<file path="config.mk">
export PLATFORM = sky130hd
export DESIGN_NAME = conv_job_scheduler
export DESIGN_NICKNAME = d
export VERILOG_FILES = /design/src/rtl/conv_job_scheduler.sv
export SDC_FILE = /design/constraint.sdc
export NUM_CORES = 1
export LEC_CHECK = 0
export BUFFER_PORTS_ARGS = -buffer_cell sky130_fd_sc_hd__buf_2
export CAP_MARGIN = 20
export CELL_PAD_IN_SITES_DETAIL_PLACEMENT = 1
export CELL_PAD_IN_SITES_GLOBAL_PLACEMENT = 1
export CORE_ASPECT_RATIO = 0.75
export CORE_MARGIN = 2
export CORE_UTILIZATION = 40
export DETAILED_ROUTE_END_ITERATION = 10
export HOLD_SLACK_MARGIN = 0.05
export PLACE_DENSITY = 0.72
export RECOVER_POWER = 100
export SLEW_MARGIN = 20
export SYNTH_ARGS = -nofsm -noshare
export SYNTH_HDL_FRONTEND = slang
export SYNTH_SLANG_ARGS = --single-unit
</file>
<file path="constraint.sdc">
create_clock -name clk -period 7.8 [get_ports clk]
set_clock_uncertainty 0.1 [all_clocks]
set_input_delay 0.78 -clock clk [delete_from_list [all_inputs] [get_ports clk]]
set_output_delay 0.78 -clock clk [all_outputs]
set_load 0.03 [all_outputs]
</file>
<file path="src/rtl/conv_job_scheduler.sv">
// Job FIFO plus one-hot launch FSM driving the XNOR/popcount conv engine's run/busy pair.
// Optional SCHED_PERF_CNT_EN adds done_cycles (cycles from eng_run to busy fall).
module conv_job_scheduler #(
  parameter int FIFO_DEPTH = 4,
  parameter int TAG_W      = 4,
  parameter int ADDR_W     = 12,
  parameter int TIMEOUT    = 1023
) (
  input  logic              clk,
  input  logic              reset_b,
  input  logic              job_valid,
  output logic              job_ready,
  input  logic [ADDR_W-1:0] job_in_base,
  input  logic [ADDR_W-1:0] job_out_base,
  input  logic [ADDR_W-1:0] job_w_addr,
  input  logic [1:0]        job_dim,
  input  logic [TAG_W-1:0]  job_tag,
  output logic              eng_run,
  output logic [ADDR_W-1:0] eng_in_base,
  output logic [ADDR_W-1:0] eng_out_base,
  output logic [ADDR_W-1:0] eng_w_addr,
  output logic [1:0]        eng_dim,
  input  logic              eng_busy,
  output logic              done_valid,
  input  logic              done_ready,
  output logic [TAG_W-1:0]  done_tag,
  output logic              done_err,
  output logic              sched_idle
`ifdef SCHED_PERF_CNT_EN
  ,
  output logic [15:0]       done_cycles
`endif
);

  localparam int              PTR_W       = $clog2(FIFO_DEPTH);
  localparam logic [PTR_W:0]  FULL_CNT    = (PTR_W+1)'(FIFO_DEPTH);
  localparam logic [9:0]      TIMEOUT_CNT = 10'(TIMEOUT);
  localparam logic [9:0]      WAIT_LAST   = 10'd3;
  localparam logic [1:0]      DIM_ILLEGAL = 2'b11;

  typedef struct packed {
    logic [ADDR_W-1:0] in_base;
    logic [ADDR_W-1:0] out_base;
    logic [ADDR_W-1:0] w_addr;
    logic [1:0]        dim;
    logic [TAG_W-1:0]  tag;
  } job_t;

  typedef enum logic [4:0] {
    S_IDLE   = 5'b00001,
    S_LAUNCH = 5'b00010,
    S_WAIT   = 5'b00100,
    S_RUN    = 5'b01000,
    S_REPORT = 5'b10000
  } state_t;

  job_t             r_mem [FIFO_DEPTH];
  logic [PTR_W-1:0] r_wr_ptr;
  logic [PTR_W-1:0] r_rd_ptr;
  logic [PTR_W:0]   r_count;
  logic             w_full;
  logic             w_empty;
  logic             w_push;
  logic             w_pop;
  job_t             w_job_in;
  job_t             w_head;

  state_t           r_state;
  state_t           w_state_nxt;
  logic             w_rpt_load;
  logic             w_rpt_err;
  logic             w_cnt_clr;
  logic [9:0]       r_cnt;
  job_t             r_job;
  logic             r_done_err;

  assign w_full   = (r_count == FULL_CNT);
  assign w_empty  = (r_count == '0);
  assign w_push   = job_valid & ~w_full;
  assign w_head   = r_mem[r_rd_ptr];
  assign w_job_in = '{in_base: job_in_base, out_base: job_out_base, w_addr: job_w_addr,
                      dim: job_dim, tag: job_tag};

  // NOTE: payload storage is not reset; pointers and count alone decide which entries are live.
  always_ff @(posedge clk) begin
    if (w_push) r_mem[r_wr_ptr] <= w_job_in;
  end

  // NOTE: sequential state uses non-blocking assignments so every flop samples pre-edge values.
  always_ff @(posedge clk or negedge reset_b) begin
    if (!reset_b) begin
      r_wr_ptr <= '0;
      r_rd_ptr <= '0;
      r_count  <= '0;
    end else begin
      if (w_push) r_wr_ptr <= r_wr_ptr + PTR_W'(1);
      if (w_pop)  r_rd_ptr <= r_rd_ptr + PTR_W'(1);
      unique case ({w_push, w_pop})
        2'b10:   r_count <= r_count + (PTR_W+1)'(1);
        2'b01:   r_count <= r_count - (PTR_W+1)'(1);
        default: ;
      endcase
    end
  end

  always_ff @(posedge clk or negedge reset_b) begin
    if (!reset_b) r_state <= S_IDLE;
    else          r_state <= w_state_nxt;
  end

  // NOTE: every output of this block gets a default first, so no path can infer a latch.
  always_comb begin
    w_state_nxt = r_state;
    w_pop       = 1'b0;
    w_rpt_load  = 1'b0;
    w_rpt_err   = 1'b0;
    w_cnt_clr   = 1'b0;
    unique case (r_state)
      S_IDLE: begin
        if (!w_empty) begin
          w_pop = 1'b1;
          if (w_head.dim == DIM_ILLEGAL) begin
            w_state_nxt = S_REPORT;
            w_rpt_load  = 1'b1;
            w_rpt_err   = 1'b1;
          end else begin
            w_state_nxt = S_LAUNCH;
          end
        end
      end
      S_LAUNCH: begin
        w_state_nxt = S_WAIT;
        w_cnt_clr   = 1'b1;
      end
      S_WAIT: begin
        if (eng_busy) begin
          w_state_nxt = S_RUN;
        end else if (r_cnt == WAIT_LAST) begin
          w_state_nxt = S_REPORT;
          w_rpt_load  = 1'b1;
          w_rpt_err   = 1'b1;
        end
      end
      S_RUN: begin
        // Entered only with busy high, so a low sample here is the falling edge.
        if (!eng_busy) begin
          w_state_nxt = S_REPORT;
          w_rpt_load  = 1'b1;
        end else if (r_cnt >= TIMEOUT_CNT) begin
          w_state_nxt = S_REPORT;
          w_rpt_load  = 1'b1;
          w_rpt_err   = 1'b1;
        end
      end
      S_REPORT: begin
        if (done_ready) w_state_nxt = S_IDLE;
      end
      default: w_state_nxt = S_IDLE;
    endcase
  end

  always_ff @(posedge clk or negedge reset_b) begin
    if (!reset_b) begin
      r_job      <= '0;
      r_done_err <= 1'b0;
      r_cnt      <= '0;
    end else begin
      if (w_pop)      r_job      <= w_head;
      if (w_rpt_load) r_done_err <= w_rpt_err;
      if (w_cnt_clr) begin
        r_cnt <= '0;
      end else if ((r_state == S_WAIT || r_state == S_RUN) && r_cnt != '1) begin
        r_cnt <= r_cnt + 10'd1;
      end
    end
  end

`ifdef SCHED_PERF_CNT_EN
  logic [15:0] r_perf;
  logic [15:0] r_done_cycles;

  always_ff @(posedge clk or negedge reset_b) begin
    if (!reset_b) begin
      r_perf        <= '0;
      r_done_cycles <= '0;
    end else begin
      if (r_state == S_LAUNCH) begin
        r_perf <= '0;
      end else if ((r_state == S_WAIT || r_state == S_RUN) && r_perf != 16'hFFFF) begin
        r_perf <= r_perf + 16'd1;
      end
      if (w_rpt_load) begin
        if (w_rpt_err)               r_done_cycles <= '0;
        else if (r_perf == 16'hFFFF) r_done_cycles <= r_perf;
        else                         r_done_cycles <= r_perf + 16'd1;
      end
    end
  end

  assign done_cycles = r_done_cycles;
`endif

  assign job_ready    = ~w_full;
  assign eng_run      = (r_state == S_LAUNCH);
  assign eng_in_base  = r_job.in_base;
  assign eng_out_base = r_job.out_base;
  assign eng_w_addr   = r_job.w_addr;
  assign eng_dim      = r_job.dim;
  assign done_valid   = (r_state == S_REPORT);
  assign done_tag     = r_job.tag;
  assign done_err     = r_done_err;
  assign sched_idle   = w_empty && (r_state == S_IDLE);

endmodule

</file>
# --- Word level (Yosys, flattened, before mapping) ---
# Memory sizes are Yosys's and may differ from the RTL's.
# Index checks and enable logic that the tools add are counted.
totals:
  n_memories: 1
  register_bits: 65
  mem_bits_ro: 0
  wordCells: 67
  latch_bits: 0
  ram_bits: 168
mem_list:
  columns: ["name", "words", "word_bits", "read_ports", "rd_clocked_by_memory_dff", "wr", "line_no", "text"]
  rows:
  - ["r_mem", 4, 42, 1, 0, 1, "57", "job_t r_mem [FIFO_DEPTH];"]
classes:
  bitwise: 2
  n_mul: 0
  n_eq_ne: 15
  shifts: 0
  order_cmp: 1
  n_addsub: 5
  muxes: 25
  n_div: 0
  reduce_logical: 7
op_table:
  columns: ["op", "count"]
  rows:
  - ["5-bit two-way mux", 7]
  - ["5-bit case mux with 5 select lines", 1]
  - ["10-bit two-way mux", 2]
  - ["1-bit two-way mux", 12]
  - ["10-bit by 1-bit adder with 10-bit output, second input constant", 1]
  - ["10-bit by 2-bit == test with 1-bit output, second input constant", 1]
  - ["10-bit >= comparator, second input constant", 1]
  - ["10-bit inequality test, second input constant", 1]
  - ["3-bit inequality test, second input constant", 2]
  - ["1-bit case mux with 3 select lines", 2]
  - ["3-bit case mux with 2 select lines", 1]
  - ["5-bit by 1-bit == test with 1-bit output, second input constant", 1]
  - ["5-bit by 2-bit == test with 1-bit output, second input constant", 1]
  - ["5-bit by 3-bit == test with 1-bit output, second input constant", 1]
  - ["5-bit by 4-bit == test with 1-bit output, second input constant", 1]
  - ["5-bit == test, second input constant", 1]
  - ["2-bit by 1-bit adder with 2-bit output, second input constant", 2]
  - ["2-bit == test, second input constant", 2]
  - ["4-bit AND reduction", 1]
  - ["2-bit nonzero test", 2]
  - ["3-bit by 1-bit adder with 3-bit output, second input constant", 1]
  - ["3-bit == test, second input constant", 1]
  - ["3-bit logical NOT", 1]
  - ["3-bit by 1-bit subtractor with 3-bit output, second input constant", 1]
  - ["other kinds (7)", 8]

# --- Logic depth before layout (Yosys ltp) ---
# Gate-level depths: netlist (run 1).
logic_depth:
  word_depth: 5
  ltp_mapped: 10
  ltp_nobuf: 10

# --- Least setup slack after synthesis (run 1) ---
# OpenSTA, ideal clock, no wires.
synth_path:
  path_kind: "register to register"
  start: "reg r_state[2]"
  end: "reg r_count[2]"
  setup_ns: 0.079
  t_arrival_ns: 2.475
  path_buffers: 2
  slack_ns: 5.146
  required_ns: 7.621
  stages_incl_launch_ff: 11
  cell_sequence: "dfrtp_1 -> or3_1 -> buf_2 -> nor3_4 -> buf_6 -> ha_1 -> inv_1 -> fa_1 -> xor2_1 -> nor2_1 -> xor2_1"
synth_via:
  elab_chain_len: 4
synth_lines:
  columns: ["element", "line_no", "text"]
  rows:
  - ["start, declared", "68", "state_t r_state;"]
  - ["start signal, assigned", "108", "else r_state <= w_state_nxt;"]
  - ["5-bit by 1-bit == test with 1-bit output (*)", "118", "unique case (r_state)"]
  - ["1-bit two-way mux (*)", "118", null]
  - ["via w_pop", "64", "logic w_pop;"]
  - ["2-bit by 1-bit == test with 1-bit output or 2-bit == test (tied branches)", "98", "unique case ({w_push, w_pop})"]
  - ["3-bit case mux with 2 select lines or 2-bit nonzero test (tied branches)", null, null]
  - ["end signal, assigned", "99", "2'b10: r_count <= r_count + (PTR_W+1)'(1);"]
  - ["end signal, assigned", "100", "2'b01: r_count <= r_count - (PTR_W+1)'(1);"]
  - ["end, declared", "60", "logic [PTR_W:0] r_count;"]
# The timed path passes the listed nets; every way through them passes the cells marked *.
# A chain may end at the register's enable or synchronous reset.

# --- Final worst setup path (run 1) ---
layout_path:
  start: "reg r_state[2]"
  end: "reg r_count[2]"
layout_via:
  elab_chain_len: 4
layout_lines:
  columns: ["element", "line_no"]
  rows:
  - ["5-bit by 1-bit == test with 1-bit output (*)", "118"]
  - ["1-bit two-way mux (*)", "118"]
  - ["2-bit by 1-bit == test with 1-bit output or 2-bit == test (tied branches)", "98"]
  - ["3-bit case mux with 2 select lines or 2-bit nonzero test (tied branches)", null]
# Every way passes the cells marked *; elsewhere a longest branch is shown, timed or not.

==> flow_summary.yaml, run 1 <==
setup_path:
  crit_family: "buffers and inverters"
  critPathArrivalTime_ps: 5170
  crit_top_cell: "xor2_1"
  cp_slowest_stage_delay_ps: 2090
  crit_fanout: 46
  critPathRequiredTime_ps: 8130
  path_buf_inv: 2
  cp-start-kind: "register"
  endpoint_kind: "register"
  cp_slowest_cell: "clkbuf_1"
  crit_chain: "or3_1 > nor3_4 > clkbuf_1 > ha_1 > inv_1 > fa_1 > xor2_1 > nor2_1 > xor2_1"
  path_class: "register to register"
place:
  gp_congestion: 0.816
  pre_cts_ws_ps: 4610
  post-place-cells: 822
  postPlaceCellArea_um2: 9770
  hpwl_mm: 11.0
  port_buffers: 93
cells_and_area:
  layout.cells.non_filler: 866
  finish.utilization: 0.471
  diodes: 0
  syn_to_final_growth_pct: 15.6
  drive_gt1_frac: 0.210
  layout.nets: 608
  final_cell_area_um2: 10400
route:
  drt-initial-drc-count: 207
  dr_wl_met2_mm: 9.15
  vias: 4500
  detail_route.wl_per_cell_um: 21.5
  viasPerCell: 5.20
  top_layer: "met4"
  routed_wl_mm: 18.6
  post-route-drc-count: 0
  ant_nets: 0
  met3WireLength_mm: 1.12
  first_pass_iters: 4
  drt-met1-wl_mm: 8.11
synth:
  mappedNetlistArea_um2: 9010
  async_flop_share: 0.279
  ys_types: 47
  syn-num-nets: 507
  post-synth-top-area-cell: "edfxtp_1"
  synthCells: 453
  synth-main-ff-cell: "edfxtp_1"
  synth_edf_count: 168
  yosysTopAreaCellShare: 0.560
  yosys-top-cells-area: "edfxtp_1 56%, dfrtp_1 18%, mux4_2 10%"
  yosysWarnings: 0
  synth_most_common_cell: "edfxtp_1"
  synth_commonest_cells: "168 x edfxtp_1, 64 x dfrtp_1, 42 x mux4_2"
  yosysSeqAreaShare: 0.740
  synth_seq_cells: 233
  synth_area_per_cell_um2: 19.9
status:
  status: "finished with violations"
  violations: "capacitance limit, slew limit"
timing:
  max_freq_ghz: 0.206
  tns_ps: 0
  rsz0062_at_grt: "false"
  slew_viol_final: 330
  post-route-min-period_ps: 4850
  whs_ps: 393
  timing.final.hold_violations: 0
  worst_slack_ps: 2950
  setup_violations: 0
  slew_headroom: -1.62
  worstMarginPinSlew_ps: 3930
  min_period_over_period: 0.622
clock_network:
  ctsHtreeMaxLevel: 1
  hold_buffers: 0
  clkTransAtPathRegs_ps: 60
  clock_path_buffers: 3
  numCtsBuffers: 24
  clock_latency_ps: 510
  cts_resized: 0
  cts_setup_buffers: 0
  cts_tree: "built"
  cts_sinks: 233
  clock_tree.root_cell: "clkbuf_16"
die:
  chipHeight_um: 134
  core-area_um2: 22100
  rows: 47
  initial_core_util: 0.408
  io_pins: 94
  die_w_um: 177
  die_area_um2: 23800
global_route:
  grt_max_degree: 66
  grt_use_total: 0.163
  antenna_found_initial: 0
  grt-ovfl-total: 0
  grt_pass1_vias: 5058
  grt_pass1_wl_mm: 29.4
power_and_ir_drop:
  p_per_area_nw_per_um2: 426
  p_leak_nw: 3.58
  ir_worst_vdd_v: 0.000195
  finalPower_mw: 4.43
flow_run:
  drv_cap: 7
worst_hold_path:
  hold_class: "register to register"
## path summary, 6_finish.rpt
kind / start / to / slack, ps / cells after the start
setup / recovery: r_state[2]$_DFFE_PN0P_ / r_count[2]$_DFFE_PN0P_ / 2950 / 9
hold / removal: eng_dim[1]$_DFFE_PN0P_ / eng_dim[1]$_DFFE_PN0P_ / 390 / 1
setup reg to reg: r_state[2]$_DFFE_PN0P_ / r_count[2]$_DFFE_PN0P_ / 2950 / 9
hold reg to reg: eng_dim[1]$_DFFE_PN0P_ / eng_dim[1]$_DFFE_PN0P_ / 390 / 1
max in group asynchronous: reset_b / r_rd_ptr[1]$_DFFE_PN0P_ / 3300 / 1
min in group asynchronous: reset_b / r_cnt[5]$_DFFE_PN0P_ / 1550 / 1
## state kept, by name (all words and copies together), names as in the netlist, 2 cells and up
register / cells
eng_out_base: 12
r_cnt: 10
eng_in_base: 12
eng_dim: 2
r_mem: 168
r_wr_ptr: 2
r_state: 5
done_tag: 4
r_rd_ptr: 2
r_count: 3
eng_w_addr: 12
## area by class of cell
class                           instances  area [um^2]
Clock buffer                           34          689
Sequential cell                       233         6680
Fill cell                            2138        11700
Multi-Input combinational cell        192         2160
Tap cell                              294          368
Timing Repair Buffer                   95          360
Clock inverter                         10          131
Inverter                                8         30.0
## layer usage
layer / vias to the layer above / track usage
met2: 112 / 0.274
met5: - / 0
met4: 0 / 0.0314
li1: 2012 / -
met1: 2351 / 0.221
met3: 25 / 0.0351
## layout by cell type (no fill, tap or decap), types with 8 or more instances in the layout
master,count
a21oi_1,9
clkbuf_1,98
clkbuf_16,25
dfrtp_1,63
edfxtp_1,168
inv_1,8
mux2_1,11
mux2_2,32
mux4_2,42
nand2_1,11
nor2_1,8
## cells by family (layout without fill, tap and decap cells)
| family | after synthesis | after routing | share of synthesized area |
|---|---|---|---|
| AOI/OAI and AO/OA | 27 | 27 | 0.0197 |
| muxes | 87 | 87 | 0.165 |
| xor gates and xnor gates | 6 | 6 | 0.00583 |
| and+or+nand+nor | 65 | 65 | 0.0423 |
| DFF | 233 | 233 | 0.740 |
| buffers and inverters | 28 | 147 | 0.0160 |
| adders and majority gates | 7 | 7 | 0.0106 |
## where the power goes
| part | switching [mW] | leakage, nW | internal [mW] | total [mW] |
|---|---|---|---|---|
| Sequential | 0.259 | 2.32 | 1.70 | 1.96 |
| Clock | 0.463 | 0.405 | 0.717 | 1.18 |
| Combinational | 0.714 | 0.846 | 0.578 | 1.29 |
| Total | 1.44 | 3.58 | 2.99 | 4.43 |
Note: power is estimated with default switching activity, not from simulation.
==> inputs of run 2 (changes only) <==
--- a/config.mk
+++ b/config.mk
@@ -14,7 +14,7 @@
 export CORE_UTILIZATION = 40
 export DETAILED_ROUTE_END_ITERATION = 10
 export HOLD_SLACK_MARGIN = 0.05
-export PLACE_DENSITY = 0.72
+export PLACE_DENSITY = 0.74
 export RECOVER_POWER = 100
 export SLEW_MARGIN = 20
 export SYNTH_ARGS = -nofsm -noshare
==> constraint.sdc (replaced) <==
create_clock -name clk -period 4.3 [get_ports clk]
set_clock_uncertainty 0.1 [all_clocks]
set_input_delay 0.43 -clock clk [delete_from_list [all_inputs] [get_ports clk]]
set_output_delay 0.43 -clock clk [all_outputs]
set_load 0.03 [all_outputs]
==> run 2 against run 1 <==
  * The flow still finishes with violations (capacitance limit, slew limit)
  * Count of clock-buffer cells in the layout is 1 lower
  * Register-to-register slack worse by 1600 ps
  * First-iteration DRC count up 4.8%
  * Critical path depth fell by 5
  * Non-clock buffer count increased by 46
  * Largest power group unchanged
==> flow_summary.yaml, run 2 (same netlist as run 1, synthesis figures left out) <==
status:
  status: "finished with violations"
  violations: "capacitance limit, slew limit"
setup_path:
  crit_fanout: 45
  critPathArrivalTime_ps: 3300
  r2r_start: "r_state[2]$_DFFE_PN0P_"
  path_class: "register to register"
  endpoint_kind: "register"
  cp-start-kind: "register"
  worstSetupStartpoint: "r_state[2]$_DFFE_PN0P_"
  r2r_slack_ps: 1300
  critPathRequiredTime_ps: 4610
cells_and_area:
  finish.utilization: 0.490
  syn_to_final_growth_pct: 20.2
  final_cell_mix: "168 x edfxtp_1, 95 x clkbuf_1, 62 x dfrtp_1"
  fill_cells: 2115
  layout.nets: 654
  final_common_cell: "edfxtp_1"
  diodes: 0
  top_register: "r_mem"
  layout.cells.non_filler: 912
  largest_reg_flops: 168
  drive_gt1_frac: 0.202
  final_cell_area_um2: 10800
worst_hold_path:
  holdCritStartpoint: "done_ready"
  hold_class: "primary input to register"
clock_network:
  clkTransAtPathRegs_ps: 70
  clock_path_buffers: 3
  cts_resized: 0
  numCtsBuffers: 24
  cts_setup_buffers: 0
  cts_sinks: 233
  cts_tree: "built"
  hold_buffers: 43
  clock_tree.root_cell: "clkbuf_16"
  clock_latency_ps: 520
  ctsHtreeMaxLevel: 1
power_and_ir_drop:
  p_leak_nw: 3.75
  p_per_area_nw_per_um2: 734
  ir_worst_vdd_v: 0.000359
place:
  post-place-cells: 825
  gp_congestion: 0.770
  postPlaceCellArea_um2: 9780
  port_buffers: 93
  hpwl_mm: 11.4
die:
  die_w_um: 177
  chipHeight_um: 134
  die_area_um2: 23800
  io_pins: 94
  initial_core_util: 0.408
  rows: 47
  core-area_um2: 22100
route:
  first_pass_iters: 4
  ant_nets: 0
  detail_route.wl_per_cell_um: 21.3
  viasPerCell: 5.20
  routed_wl_mm: 19.4
  vias: 4744
  drt-initial-drc-count: 217
  post-route-drc-count: 0
global_route:
  grt_max_degree: 66
  grt_use_total: 0.171
  grt_pass1_vias: 5447
  grt_pass1_wl_mm: 31.0
  grt-ovfl-total: 0
  antenna_found_initial: 0
timing:
  slew_headroom: -0.223
  post-route-min-period_ps: 3000
  whs_ps: 135
  max_freq_ghz: 0.334
  worstMarginPinSlew_ps: 1830
  setup_violations: 0
  rsz0062_at_grt: "false"
  timing.final.hold_violations: 0
  min_period_over_period: 0.697
  tns_ps: 0
  slew_viol_final: 111
flow_run:
  drv_cap: 2
## run 2: changes by cell type in the layout (fill, tap and decap cells not counted), sizes merged
cell,before,now
buf,3,7
bufinv,3,2
clkbuf,126,124
clkinv,6,7
clkinvlp,0,2
dlygate4sd3,0,43
inv,9,8
## run 2: critical path, cell delays in order (launching register included)
cell      delay, ps
dfrtp_1         420
or3_1           500
nor3_1          310
clkbuf_2       1090
mux2_2          450
## run 2: worst paths after layout
path                                                     to  depth (start not counted)
worst max-delay path            eng_out_base[8]$_DFFE_PN0P_                          4
worst min-delay path                 r_state[4]$_DFFE_PN0P_                          3
worst max register to register  eng_out_base[8]$_DFFE_PN0P_                          4
worst min register to register      done_tag[2]$_DFFE_PN0P_                          1
max in group asynchronous           r_rd_ptr[1]$_DFFE_PN0P_                          2
min in group asynchronous            r_count[1]$_DFFE_PN0P_                          2
## run 2: final cells by class
cell class,count,area (um^2),area share
timing repair buffer,141,820,0.0757
tap,294,368,0.0340
inverter,8,30.0,0.00277
clock buffer,33,664,0.0614
sequential,233,6680,0.617
clock inverter,11,124,0.0114
multi-input combinational,192,2150,0.198
## run 2: where the power goes
part,total [mW],internal [mW],leakage [nW],switching (mW)
Clock,2.06,1.21,0.381,0.856
Combinational,2.35,1.04,1.05,1.31
Sequential,3.54,3.06,2.32,0.476
Total,7.95,5.31,3.75,2.64
## run 2: metal layers
layer,track usage,share of wire
met1,0.222,0.42
met5,0,0
met3,0.0402,0.056
met2,0.290,0.50
met4,0.0469,0.025
## run 2: per-stage QoR
step | power [mW] | setup slack (ps)
2_1_floorplan | 5.36 | 1650
3_3_place_gp | 5.97 | 1880
3_5_place_dp | 6.11 | 1810
4_1_cts | 8.23 | 1510
5_1_grt | 8.36 | 1110
6_report | 7.95 | 1300
==> inputs of run 3 (changes only) <==
--- a/config.mk
+++ b/config.mk
@@ -5,6 +5,7 @@
 export SDC_FILE = /design/constraint.sdc
 export NUM_CORES = 1
 export LEC_CHECK = 0
+export ABC_AREA = 1
 export BUFFER_PORTS_ARGS = -buffer_cell sky130_fd_sc_hd__buf_2
 export CAP_MARGIN = 20
 export CELL_PAD_IN_SITES_DETAIL_PLACEMENT = 1
@@ -14,7 +15,7 @@
 export CORE_UTILIZATION = 40
 export DETAILED_ROUTE_END_ITERATION = 10
 export HOLD_SLACK_MARGIN = 0.05
-export PLACE_DENSITY = 0.74
+export PLACE_DENSITY = 0.75
 export RECOVER_POWER = 100
 export SLEW_MARGIN = 20
 export SYNTH_ARGS = -nofsm -noshare
==> constraint.sdc (replaced) <==
create_clock -name clk -period 3 [get_ports clk]
set_clock_uncertainty 0.1 [all_clocks]
set_input_delay 0.3 -clock clk [delete_from_list [all_inputs] [get_ports clk]]
set_output_delay 0.3 -clock clk [all_outputs]
set_load 0.03 [all_outputs]
==> run 3 against run 2 <==
  * The flow still finishes with violations (capacitance limit, slew limit)
  * Non-clock buffer count is 8 higher
  * Largest cell class unchanged
  * First-iteration DRC count is 53% higher
  * Cell area is 4.9% higher
  * Wire length is 16% higher
  * Register-to-register slack worse by 750 ps
  * Critical path depth stayed put
  * Worst hold slack better by 62 ps
  * Synthesized cell count is 72% higher
  * Area after synthesis is 5.4% higher
  * Sequential power is 35% higher
  * Via count is 31% higher
  * Count of clock-buffer cells in the layout is 3 lower
==> flow_summary.yaml, run 3 <==
timing:
  slew_viol_final: 66
  slew_headroom: -0.219
  whs_ps: 196
  worstMarginPinSlew_ps: 1830
  min_period_over_period: 0.819
  rsz0062_at_grt: "false"
  timing.final.hold_violations: 0
  post-route-min-period_ps: 2460
  worst_slack_ps: 544
  setup_violations: 0
  max_freq_ghz: 0.407
synth:
  yosysSeqAreaShare: 0.703
  syn-num-nets: 834
  synth-main-ff-cell: "edfxtp_1"
  synth_edf_count: 168
  synth_area_per_cell_um2: 12.2
  yosysTopAreaCellShare: 0.531
  synth_commonest_cells: "212 x nor2_1, 168 x edfxtp_1, 90 x o21ai_0"
  yosys-top-cells-area: "edfxtp_1 53%, dfrtp_1 17%, nor2_1 8.4%"
  synth_most_common_cell: "nor2_1"
  yosysWarnings: 0
  ys_types: 36
  synthCells: 780
  synth_seq_cells: 233
  mappedNetlistArea_um2: 9500
  async_flop_share: 0.279
  post-synth-top-area-cell: "edfxtp_1"
setup_path:
  critPathRequiredTime_ps: 2600
  endpoint_kind: "primary output"
  r2r_start: "r_count[1]$_DFFE_PN0P_"
  crit_fanout: 9
  path_class: "register to primary output"
  worstSetupStartpoint: "r_state[3]$_DFFE_PN0P_"
  critPathArrivalTime_ps: 2060
  cp-start-kind: "register"
clock_network:
  clock_latency_ps: 530
  cts_setup_buffers: 0
  cts_tree: "built"
  clock_path_buffers: 3
  numCtsBuffers: 24
  clkTransAtPathRegs_ps: 60
  ctsHtreeMaxLevel: 1
  clock_tree.root_cell: "clkbuf_16"
  cts_sinks: 233
  cts_resized: 0
place:
  port_buffers: 93
  pre_cts_ws_ps: 901
  postPlaceCellArea_um2: 10300
  hpwl_mm: 13.2
  gp_congestion: 0.754
die:
  die_area_um2: 25000
  chipHeight_um: 137
  core-area_um2: 23200
  die_w_um: 182
  rows: 48
  io_pins: 94
  initial_core_util: 0.410
global_route:
  grt_max_degree: 86
  grt_pass1_vias: 6550
  grt_use_total: 0.184
  antenna_found_initial: 1
  grt_pass1_wl_mm: 35.6
  grt-ovfl-total: 0
power_and_ir_drop:
  p_clk_frac: 0.249
  seqPwrFrac: 0.391
  power.net_switching_mw: 4.83
  ir_worst_vdd_v: 0.000697
  internal-power_mw: 7.42
  p_comb_frac: 0.360
  p_leak_nw: 4.08
  p_per_area_nw_per_um2: 1080
  sw_frac_of_total: 0.394
cells_and_area:
  final_common_cell: "nor2_1"
  layout.nets: 971
  syn_to_final_growth_pct: 19.6
  finish.utilization: 0.490
  fill_cells: 2474
  largest_reg_flops: 168
  top_register: "r_mem"
  drive_gt1_frac: 0.124
  final_cell_mix: "212 x nor2_1, 168 x edfxtp_1, 92 x o21ai_0"
  final_cell_area_um2: 11400
route:
  viasPerCell: 5.04
  first_pass_iters: 5
  drt-initial-drc-count: 333
  post-route-drc-count: 0
  routed_wl_mm: 22.5
  detail_route.wl_per_cell_um: 18.2
  vias: 6224
  ant_nets: 0
status:
  status: "finished with violations"
  violations: "capacitance limit, slew limit"
worst_hold_path:
  holdCritStartpoint: "job_valid"
  hold_class: "primary input to register"
flow_run:
  drv_cap: 1
run 3: final timing paths:
| kind | to | slack (ps) | cells past startpoint |
|---|---|---|---|
| worst max-delay path | eng_run | 540 | 4 |
| worst min-delay path | r_count[0]$_DFFE_PN0P_ | 200 | 4 |
| worst max register to register | r_mem[2][41]$_DFFE_PP_ | 550 | 6 |
| worst min register to register | done_err$_DFFE_PN0P_ | 400 | 2 |
| max in group asynchronous | r_rd_ptr[0]$_DFFE_PN0P_ | 870 | 2 |
| min in group asynchronous | r_state[4]$_DFFE_PN0P_ | 720 | 2 |
run 3: logic make-up after synthesis:
family / Yosys count / share of synthesized area
compound gates: 136 / 0.0951
flops: 233 / 0.703
buf+inv: 69 / 0.0390
simple gates: 326 / 0.145
fa+ha+maj: 7 / 0.0100
xor+xnor: 9 / 0.00830
run 3: stage by stage:
| step | setup TNS [ps] | power, mW | std cells |
|---|---|---|---|
| 6_report | 0 | 12.3 | 1236 |
| 5_1_grt | 0 | 13.1 | 1236 |
| 4_1_cts | 0 | 12.6 | 1235 |
| 3_5_place_dp | 0 | 9.44 | 1146 |
| 3_3_place_gp | 0 | 9.24 | 1146 |
| 2_1_floorplan | -53220 | 8.21 | 780 |
run 3: power by group through the flow:
stage	Sequential [mW]	Clock, mW	Combinational (mW)
after floorplan	5.30	0	2.91
after global placement	4.80	0	4.43
after detailed placement	4.84	0	4.60
after CTS	4.79	3.12	4.68
after global routing	4.87	3.26	4.94
final	4.79	3.05	4.42
run 3: worst max-delay path, cell delays in order, from the launching register on:
cell	delay, ps
dfrtp_1	420
nor2_1	300
nand3_1	360
inv_1	240
buf_2	230
run 3: layout make-up:
| cell class | count | area (um^2) | area share |
|---|---|---|---|
| Antenna cell | 1 | 2.50 | 0.000220 |
| Clock buffer | 30 | 673 | 0.0593 |
| Clock inverter | 14 | 155 | 0.0137 |
| Inverter | 31 | 118 | 0.0104 |
| Multi-Input combinational cell | 478 | 2440 | 0.215 |
| Sequential cell | 233 | 6680 | 0.588 |
| Tap cell | 300 | 375 | 0.0331 |
| Timing Repair Buffer | 149 | 921 | 0.0811 |
run 3: what timing repair did:
| action | CTS | global route |
|---|---|---|
| endpoints found under the hold margin | 235 | 0 |
| hold buffers | 45 | 0 |
| endpoints found under the setup margin | 0 | 0 |
run 3: routing by layer:
metal / share of wire / global-route usage / vias to the layer above
li1: - / - / 2986
met1: 0.45 / 0.241 / 3084
met4: 0.011 / 0.0399 / 0
met2: 0.49 / 0.323 / 129
met3: 0.041 / 0.0317 / 25
met5: 0 / 0 / -
